==> config.mk <==
export PLATFORM = sky130hd
export DESIGN_NAME = banco_registradores_param
export DESIGN_NICKNAME = d
export VERILOG_FILES = /design/src/rtl/banco_pkg.sv /design/src/rtl/banco_porta_leitura.sv /design/src/rtl/banco_registradores_param.sv
export SDC_FILE = /design/constraint.sdc
export NUM_CORES = 1
export LEC_CHECK = 0
export CAP_MARGIN = 0
export CORE_MARGIN = 4
export CORE_UTILIZATION = 56
export DETAILED_ROUTE_END_ITERATION = 6
export PLACE_DENSITY = 0.8
export SLEW_MARGIN = 40
export SYNTH_ARGS = -nofsm -noshare
export SYNTH_HDL_FRONTEND = slang
export SYNTH_SLANG_ARGS = --single-unit
==> constraint.sdc <==
create_clock -name Clock -period 7.03 [get_ports Clock]
set_input_delay 2.109 -clock Clock [delete_from_list [all_inputs] [get_ports Clock]]
set_output_delay 2.109 -clock Clock [all_outputs]
set_load 0.03 [all_outputs]
==> src/rtl/banco_pkg.sv <==
// Shared definitions for the parametrised register bank: sweep state encoding
// and the default sizing used when the bank is instantiated without overrides.
package banco_pkg;

    typedef enum logic {
        IDLE  = 1'b0,
        CLEAR = 1'b1
    } estado_t;

    localparam int DATA_W_DEF = 8;
    localparam int ADDR_W_DEF = 3;
    localparam int NREAD_DEF  = 2;

endpackage

==> src/rtl/banco_porta_leitura.sv <==
// One combinational read port of the register bank.
// Selects a register out of the flattened storage, optionally forwards the
// write data of the current cycle (BANCO_BYPASS_EN) and forces register 0 to
// read as zero when the hardwired-zero option is on.
module banco_porta_leitura
    import banco_pkg::*;
#(
    parameter int DATA_W   = DATA_W_DEF,
    parameter int ADDR_W   = ADDR_W_DEF,
    parameter int ZERO_REG = 0
) (
    input  logic [(DATA_W << ADDR_W)-1:0] regs_flat,
    input  logic [ADDR_W-1:0]             rd_addr,
`ifdef BANCO_BYPASS_EN
    input  logic                          fwd_valid,
    input  logic [ADDR_W-1:0]             wr_addr,
    input  logic [DATA_W-1:0]             wr_data,
`endif
    output logic [DATA_W-1:0]             rd_data
);

    // Stored value, overridden by same-cycle write data, then zero-register mask
    always_comb begin
        rd_data = regs_flat[int'(rd_addr)*DATA_W +: DATA_W];
`ifdef BANCO_BYPASS_EN
        if (fwd_valid && (wr_addr == rd_addr)) begin
            rd_data = wr_data;
        end
`endif
        if ((ZERO_REG != 0) && (rd_addr == '0)) begin
            rd_data = '0;
        end
    end

endmodule

==> src/rtl/banco_registradores_param.sv <==
// Parametrised register bank with a multi-cycle bulk-clear sweep.
// Holds the storage array, the write port, the sweep counter and the
// IDLE/CLEAR state machine; NREAD read ports are built from banco_porta_leitura.
// Optional feature macro: BANCO_BYPASS_EN (same-cycle write-to-read forwarding).
module banco_registradores_param
    import banco_pkg::*;
#(
    parameter int DATA_W   = DATA_W_DEF,
    parameter int ADDR_W   = ADDR_W_DEF,
    parameter int NREAD    = NREAD_DEF,
    parameter int ZERO_REG = 0
) (
    input  logic                    Clock,
    input  logic                    Reset_n,
    input  logic [NREAD*ADDR_W-1:0] RegLido,
    output logic [NREAD*DATA_W-1:0] Dado,
    input  logic [ADDR_W-1:0]       RegEscr,
    input  logic [DATA_W-1:0]       DadoEscr,
    input  logic                    RegWrite,
    input  logic                    Clear,
    output logic                    Busy
);

    localparam int DEPTH = 1 << ADDR_W;

    estado_t             estado_q, estado_d;
    logic [ADDR_W-1:0]   cont_q, cont_d;
    logic                busy_q, busy_d;
    logic [DATA_W-1:0]   mem_q [DEPTH];
    logic [DATA_W-1:0]   mem_d [DEPTH];
    logic                wr_ok;
    logic [DEPTH*DATA_W-1:0] regs_flat;

    // A write is taken only in IDLE, loses to Clear, and never touches a hardwired zero register
    assign wr_ok = (estado_q == IDLE) && RegWrite && !Clear &&
                   !((ZERO_REG != 0) && (RegEscr == '0));

    // Next state: start a sweep on Clear, otherwise write; during the sweep zero one register per edge
    always_comb begin
        mem_d    = mem_q;
        estado_d = estado_q;
        cont_d   = cont_q;
        busy_d   = busy_q;
        case (estado_q)
            IDLE: begin
                if (Clear) begin
                    estado_d = CLEAR;
                    cont_d   = '0;
                    busy_d   = 1'b1;
                end else if (wr_ok) begin
                    mem_d[RegEscr] = DadoEscr;
                end
            end
            CLEAR: begin
                mem_d[cont_q] = '0;
                cont_d        = cont_q + 1'b1;
                if (cont_q == ADDR_W'(DEPTH - 1)) begin
                    estado_d = IDLE;
                    busy_d   = 1'b0;
                end
            end
            default: begin
                estado_d = IDLE;
                busy_d   = 1'b0;
            end
        endcase
    end

    // State, counter, busy flag and storage registers; reset clears everything and abandons any sweep
    always_ff @(posedge Clock or negedge Reset_n) begin
        if (!Reset_n) begin
            estado_q <= IDLE;
            cont_q   <= '0;
            busy_q   <= 1'b0;
            for (int i = 0; i < DEPTH; i++) begin
                mem_q[i] <= '0;
            end
        end else begin
            estado_q <= estado_d;
            cont_q   <= cont_d;
            busy_q   <= busy_d;
            mem_q    <= mem_d;
        end
    end

    // Flatten the storage so every read port sees the whole bank on one vector
    always_comb begin
        for (int i = 0; i < DEPTH; i++) begin
            regs_flat[i*DATA_W +: DATA_W] = mem_q[i];
        end
    end

    assign Busy = busy_q;

    for (genvar k = 0; k < NREAD; k++) begin : g_porta
        banco_porta_leitura #(
            .DATA_W   (DATA_W),
            .ADDR_W   (ADDR_W),
            .ZERO_REG (ZERO_REG)
        ) u_porta (
            .regs_flat (regs_flat),
            .rd_addr   (RegLido[k*ADDR_W +: ADDR_W]),
`ifdef BANCO_BYPASS_EN
            .fwd_valid (wr_ok),
            .wr_addr   (RegEscr),
            .wr_data   (DadoEscr),
`endif
            .rd_data   (Dado[k*DATA_W +: DATA_W])
        );
    end

endmodule

==> impl_metrics.env, run 1 <==
export IMPL_synth_area_mm2=0.00392
export IMPL_worst_pin_slew_ns=0.709
export IMPL_place_area_mm2=0.00436
export IMPL_finalClockSkew_ns=0.00463
export IMPL_ys_top_cells_by_count="dfrtp_1, nand2_1, mux2i_1"
export IMPL_yosys_warnings=0
export IMPL_cts_tree="yes"
export IMPL_portBuffers=37
export IMPL_clock_latency_ns=0.35
export IMPL_htree_levels=3
export IMPL_wirelength_um=9760
export IMPL_path_class="in2out"
export IMPL_cp_cell_sequence="clkdlybuf4s50_1, buf_4, mux4_2, mux2_2, clkdlybuf4s50_1"
export IMPL_synth_most_common_cell="dfrtp_1"
export IMPL_post_route_min_period_ns=6.44
export IMPL_wl_per_cell_um=22.2
export IMPL_cts_buffer_depth=2
export IMPL_setup_violations=0
export IMPL_ios=38
export IMPL_p_per_area_mw_per_mm2=320
export IMPL_gp_congestion=0.832
export IMPL_cts_root_buf="clkbuf_8"
export IMPL_ir_drop_v=0.000249
export IMPL_async_reset_ff_share_pct=100
export IMPL_hpwlAfterDp_um=6470
export IMPL_layout_nets=363
export IMPL_crit_fanout=16
export IMPL_drtPass1Iterations=4
export IMPL_syn_nets=330
export IMPL_endpoint_kind="output port"
export IMPL_die_w_um=91.7
export IMPL_drive_gt1_share_pct=22.4
export IMPL_die_y_um=91.7
export IMPL_grt_pass1_wl_um=15500
export IMPL_leakagePower_nw=1.97
export IMPL_ys_ff_latch=69
export IMPL_synth_edff_count=0
export IMPL_vias_per_cell=6.13
export IMPL_synth_area_leaders="dfrtp_1, mux4_2, mux2i_1, nand2_1, mux2_2"
export IMPL_max_freq_mhz=155
export IMPL_final_antenna_net_count=0
export IMPL_core_area_mm2=0.00679
export IMPL_cp_start_kind="input port"
export IMPL_synth_top_area_share_pct=44.1
export IMPL_p_clk_share_pct=21.8
export IMPL_synthCells=306
export IMPL_cts_resized=0
export IMPL_crit_required_ns=4.92
export IMPL_rsz0062_at_grt="no"
export IMPL_p_comb_share_pct=35.2
export IMPL_drt_initial_drc_count=190
export IMPL_drv_cap=0
export IMPL_areaGrowthSynthToFinish_pct=16.2
export IMPL_clk_pin_slew_ns=0.07
export IMPL_slowest_stage="clkdlybuf4s50_1"
export IMPL_grtUsageTotal_pct=24.7
export IMPL_grt_pass1_vias=2833
export IMPL_fin_area_mm2=0.00455
export IMPL_row_count=30
export IMPL_die_area_mm2=0.00840
export IMPL_cts_setup_buffers=0
export IMPL_netSwitchingFraction_pct=35.9
export IMPL_cp_arrival_ns=4.33
export IMPL_antenna_found_initial=0
export IMPL_grt_remaining_overflow=0
export IMPL_grt_max_degree=70
export IMPL_power_frac_seq_pct=43.0
export IMPL_cts_sinks=69
export IMPL_drc=0
export IMPL_fin_tns_setup_ns=0
export IMPL_synth_ff_type="dfrtp_1"
export IMPL_status="complete, no violations"
export IMPL_crit_top_cell="clkdlybuf4s50_1"
export IMPL_drv_slew=0
export IMPL_p_sw_uw=523
export IMPL_max_slew_margin_pct=52.6
export IMPL_numCtsBuffers=9
export IMPL_seq_area_frac_synth_pct=44.1
export IMPL_start_util_pct=57.7
export IMPL_synth_top_area_cell="dfrtp_1"
export IMPL_min_path_type="reg2reg"
export IMPL_crit_path_max_incr_delay_ns=0.61
export IMPL_p_int_uw=933
export IMPL_ctsHoldBuffers=0
export IMPL_num_vias=2691
export IMPL_timing_final_crit_share_pct=91.6
export IMPL_antenna_cells=0
export IMPL_syn_area_per_cell_um2=12.8
export IMPL_synth_cell_types=30
export IMPL_final_hold_violation_count=0
worst max-delay path: cells and delay by family:
family	cells	cell delay [ns]
muxes	2	0.84
buffers and inverters	3	1.37
path summary, 6_finish.rpt:
check                           start  slack, ns        end  cells after the start
min reg2reg                 mem_q[13]       0.55  mem_q[13]                      2
min in group asynchronous     Reset_n       1.86  mem_q[60]                      2
max                        RegLido[3]       0.59   Dado[15]                      5
max in group asynchronous     Reset_n       4.74  mem_q[53]                      2
max reg2reg                  estado_q       4.94  mem_q[48]                      3
min                         mem_q[13]       0.55  mem_q[13]                      2
routing by layer:
metal	GRT usage [%]	share of wire, %	vias to the layer above
met1	34.4	41	1363
met3	6.56	8.0	15
li1	-	-	1185
met5	0	0	-
met2	37.8	48	128
met4	8.67	2.2	0
through the flow:
step / cells / power [mW] / util (%) / hold slack, ns / setup WS (ns)
3_5_place_dp: 424 / 1.14 / 64.1 / 0.532 / 0.576
6_report: 439 / 1.46 / 67.0 / 0.545 / 0.589
2_1_floorplan: 306 / 0.953 / - / 0.508 / 1.52
5_1_grt: 439 / 1.53 / 67.0 / 0.560 / 0.505
3_3_place_gp: 424 / 1.11 / 64.1 / 0.520 / 0.593
4_1_cts: 439 / 1.45 / 67.0 / 0.543 / 0.574
state kept, by name (all words and copies together) (netlist names):
register and flops:
Busy 1, cont_q 3, estado_q 1, mem_q 64
layout make-up:
type                       instances  area [um2]
multi-input combinational        208        2070
sequential                        69        1730
timing repair buffer              42         407
inverter                           9        33.8
tap                               96         120
clock buffer                      15         196
fill                             503        2240
cell families (layout without fill, tap and decap cells):
group,after synthesis,in the layout,synth area share (%)
buffers and inverters,29,66,3.16
adders and majority gates,3,3,0.958
muxes,113,113,39.6
AOI/OAI and AO/OA,4,4,0.734
and+or+nand+nor,88,88,11.5
DFF,69,69,44.1
layout by cell type, fill, tap and decap left out:
| master | instances |
|---|---|
| a21oi_1 | 1 |
| a22o_1 | 2 |
| buf_2 | 1 |
| buf_4 | 4 |
| buf_6 | 1 |
| clkbuf_1 | 1 |
| clkbuf_8 | 14 |
| clkdlybuf4s50_1 | 36 |
| dfrtp_1 | 69 |
| ha_1 | 3 |
| inv_1 | 9 |
| mux2_2 | 17 |
| mux2i_1 | 64 |
| mux4_2 | 32 |
| nand2_1 | 65 |
| nand2b_1 | 1 |
| nand3_1 | 1 |
| nand3_2 | 1 |
| nand3b_1 | 1 |
| nand4_1 | 1 |
| nand4b_1 | 3 |
| nor2_1 | 2 |
| nor2_2 | 2 |
| nor2_4 | 2 |
| nor3_4 | 2 |
| nor3b_1 | 1 |
| o22ai_1 | 1 |
| or3_1 | 1 |
| or3b_4 | 1 |
| or4b_1 | 1 |
| or4bb_1 | 3 |
power groups by stage:
stage	sequential, mW	clock, mW	combinational, mW
2_1_floorplan	0.580	0	0.373
3_3_place_gp	0.618	0	0.494
3_5_place_dp	0.628	0	0.510
4_1_cts	0.621	0.319	0.513
5_1_grt	0.638	0.339	0.550
6_report	0.625	0.318	0.512
Note: power is estimated with default switching activity, not from simulation.
==> inputs of run 2 (changes only) <==
Settings changed: CORE_ASPECT_RATIO set to 0.9.
==> run 2 against run 1 <==
Against the previous run: critical endpoint is now Dado[10]; combinational power fell by 0.8%; via count rose by 1.7%; clock skew rose by 0.0046 ns; die area barely moved; worst hold slack got worse by 0.0026 ns.
==> impl_metrics.env, run 2 (same netlist as run 1, synthesis figures left out) <==
export IMPL_finalClockSkew_ns=0.00920
export IMPL_ctsHoldBuffers=0
export IMPL_pre_cts_slack_ns=0.534
export IMPL_timing_final_crit_share_pct=92.3
export IMPL_numCtsBuffers=9
export IMPL_cts_root_buf="clkbuf_8"
export IMPL_post_route_min_period_ns=6.49
export IMPL_drc=0
export IMPL_worst_pin_slew_ns=0.806
export IMPL_antenna_cells=0
export IMPL_hpwlAfterDp_um=6340
export IMPL_p_per_area_mw_per_mm2=321
export IMPL_wirelength_um=9650
export IMPL_p_total_mw=1.46
export IMPL_netSwitchingFraction_pct=36.2
export IMPL_ios=38
export IMPL_setup_violations=0
export IMPL_grt_remaining_overflow=0
export IMPL_num_vias=2736
export IMPL_max_flop_register="mem_q"
export IMPL_p_sw_uw=530
export IMPL_fin_tns_setup_ns=0
export IMPL_drtPass1Iterations=4
export IMPL_antenna_found_initial=0
export IMPL_die_area_mm2=0.00840
export IMPL_power_frac_seq_pct=42.5
export IMPL_largest_reg_flops=64
export IMPL_gp_congestion=0.811
export IMPL_worst_r2r_setup_slack_ns=4.98
export IMPL_crit_required_ns=4.92
export IMPL_final_antenna_net_count=0
export IMPL_leakagePower_nw=1.97
export IMPL_portBuffers=37
export IMPL_ir_drop_v=0.000234
export IMPL_row_count=28
export IMPL_vias_per_cell=6.30
export IMPL_start_util_pct=58.6
export IMPL_layout_nets=363
export IMPL_max_slew_margin_pct=46.2
export IMPL_multi_input_comb_area_mm2=0.00207
export IMPL_max_freq_mhz=154
export IMPL_grtUsageTotal_pct=25.6
export IMPL_cp_start_kind="input port"
export IMPL_drt_initial_drc_count=239
export IMPL_reg_largest_list="mem_q (64), cont_q (3)"
export IMPL_cts_sinks=69
export IMPL_core_area_mm2=0.00669
export IMPL_clock_latency_ns=0.35
export IMPL_p_clk_share_pct=22.8
export IMPL_cts_resized=0
export IMPL_cp_arrival_ns=4.38
export IMPL_cts_tree="yes"
export IMPL_min_path_type="reg2reg"
export IMPL_rsz0062_at_grt="no"
export IMPL_final_common_cell="dfrtp_1"
export IMPL_final_cell_mix="dfrtp_1, nand2_1, mux2i_1"
export IMPL_final_hold_violation_count=0
export IMPL_p_int_uw=932
export IMPL_clk_pin_slew_ns=0.08
export IMPL_drv_cap=0
export IMPL_path_class="in2out"
export IMPL_htree_levels=3
export IMPL_timing_final_ws_setup_ns=0.545
export IMPL_grt_max_degree=70
export IMPL_drv_slew=0
export IMPL_fillers=498
export IMPL_wl_per_cell_um=22.2
export IMPL_areaGrowthSynthToFinish_pct=16.1
export IMPL_drive_gt1_share_pct=22.7
export IMPL_grt_pass1_vias=2921
export IMPL_crit_fanout=16
export IMPL_regArea_mm2=0.00173
export IMPL_die_w_um=96.2
export IMPL_endpoint_kind="output port"
export IMPL_status="complete, no violations"
export IMPL_die_y_um=87.4
export IMPL_grt_pass1_wl_um=15500
export IMPL_cts_buffer_depth=2
export IMPL_p_comb_share_pct=34.7
export IMPL_cts_setup_buffers=0
## run 2: cell count changes in the layout (fill, tap and decap cells not counted), sizes merged
cell and delta:
clkbuf -4, bufinv +1, clkinvlp +1, clkinv +3
## run 2: area by class of cell
class	count	area share, %
clock buffers	11	3.11
clock inverters	5	1.32
inverters	9	0.743
multi-input cells	208	45.5
flip-flops and latches	69	38.0
well taps	90	2.48
repair buffers	42	8.94
## run 2: worst max-delay path: stages
cell             delay [ns]
clkdlybuf4s50_1        0.48
buf_4                  0.33
mux4_2                 0.56
mux2_2                 0.30
clkdlybuf4s50_1        0.59
## run 2: power groups by stage
stage | registers [mW] | clock network (mW) | logic (mW)
after CTS | 0.618 | 0.337 | 0.511
after floorplan | 0.580 | 0 | 0.373
after global routing | 0.639 | 0.355 | 0.551
after detailed placement | 0.626 | 0 | 0.507
after global placement | 0.614 | 0 | 0.493
final | 0.622 | 0.333 | 0.508
## run 2: final timing paths
check / startpoint / end / cells past startpoint
hold reg to reg: mem_q[1] / mem_q[1] / 2
min in group asynchronous: Reset_n / mem_q[5] / 2
hold / removal: mem_q[1] / mem_q[1] / 2
max in group asynchronous: Reset_n / mem_q[16] / 2
setup reg to reg: estado_q / mem_q[6] / 3
setup / recovery: RegLido[3] / Dado[10] / 5
## run 2: metal layers
metal	up-vias	part of all wire (%)	GRT usage, %
li1	1188	-	-
met1	1399	42	33.9
met2	123	48	40.9
met3	26	7.5	7.09
met4	0	2.5	8.40
met5	-	0	0
## run 2: metrics by stage
stage / utilization [%] / cells / hold WS, ns / cell area (um2)
after floorplan: - / 306 / 0.508 / 3920
after global placement: 64.9 / 418 / 0.519 / 4340
after detailed placement: 65.0 / 418 / 0.531 / 4350
after CTS: 68.0 / 434 / 0.544 / 4550
after global routing: 68.0 / 434 / 0.566 / 4550
final: 68.0 / 434 / 0.543 / 4550
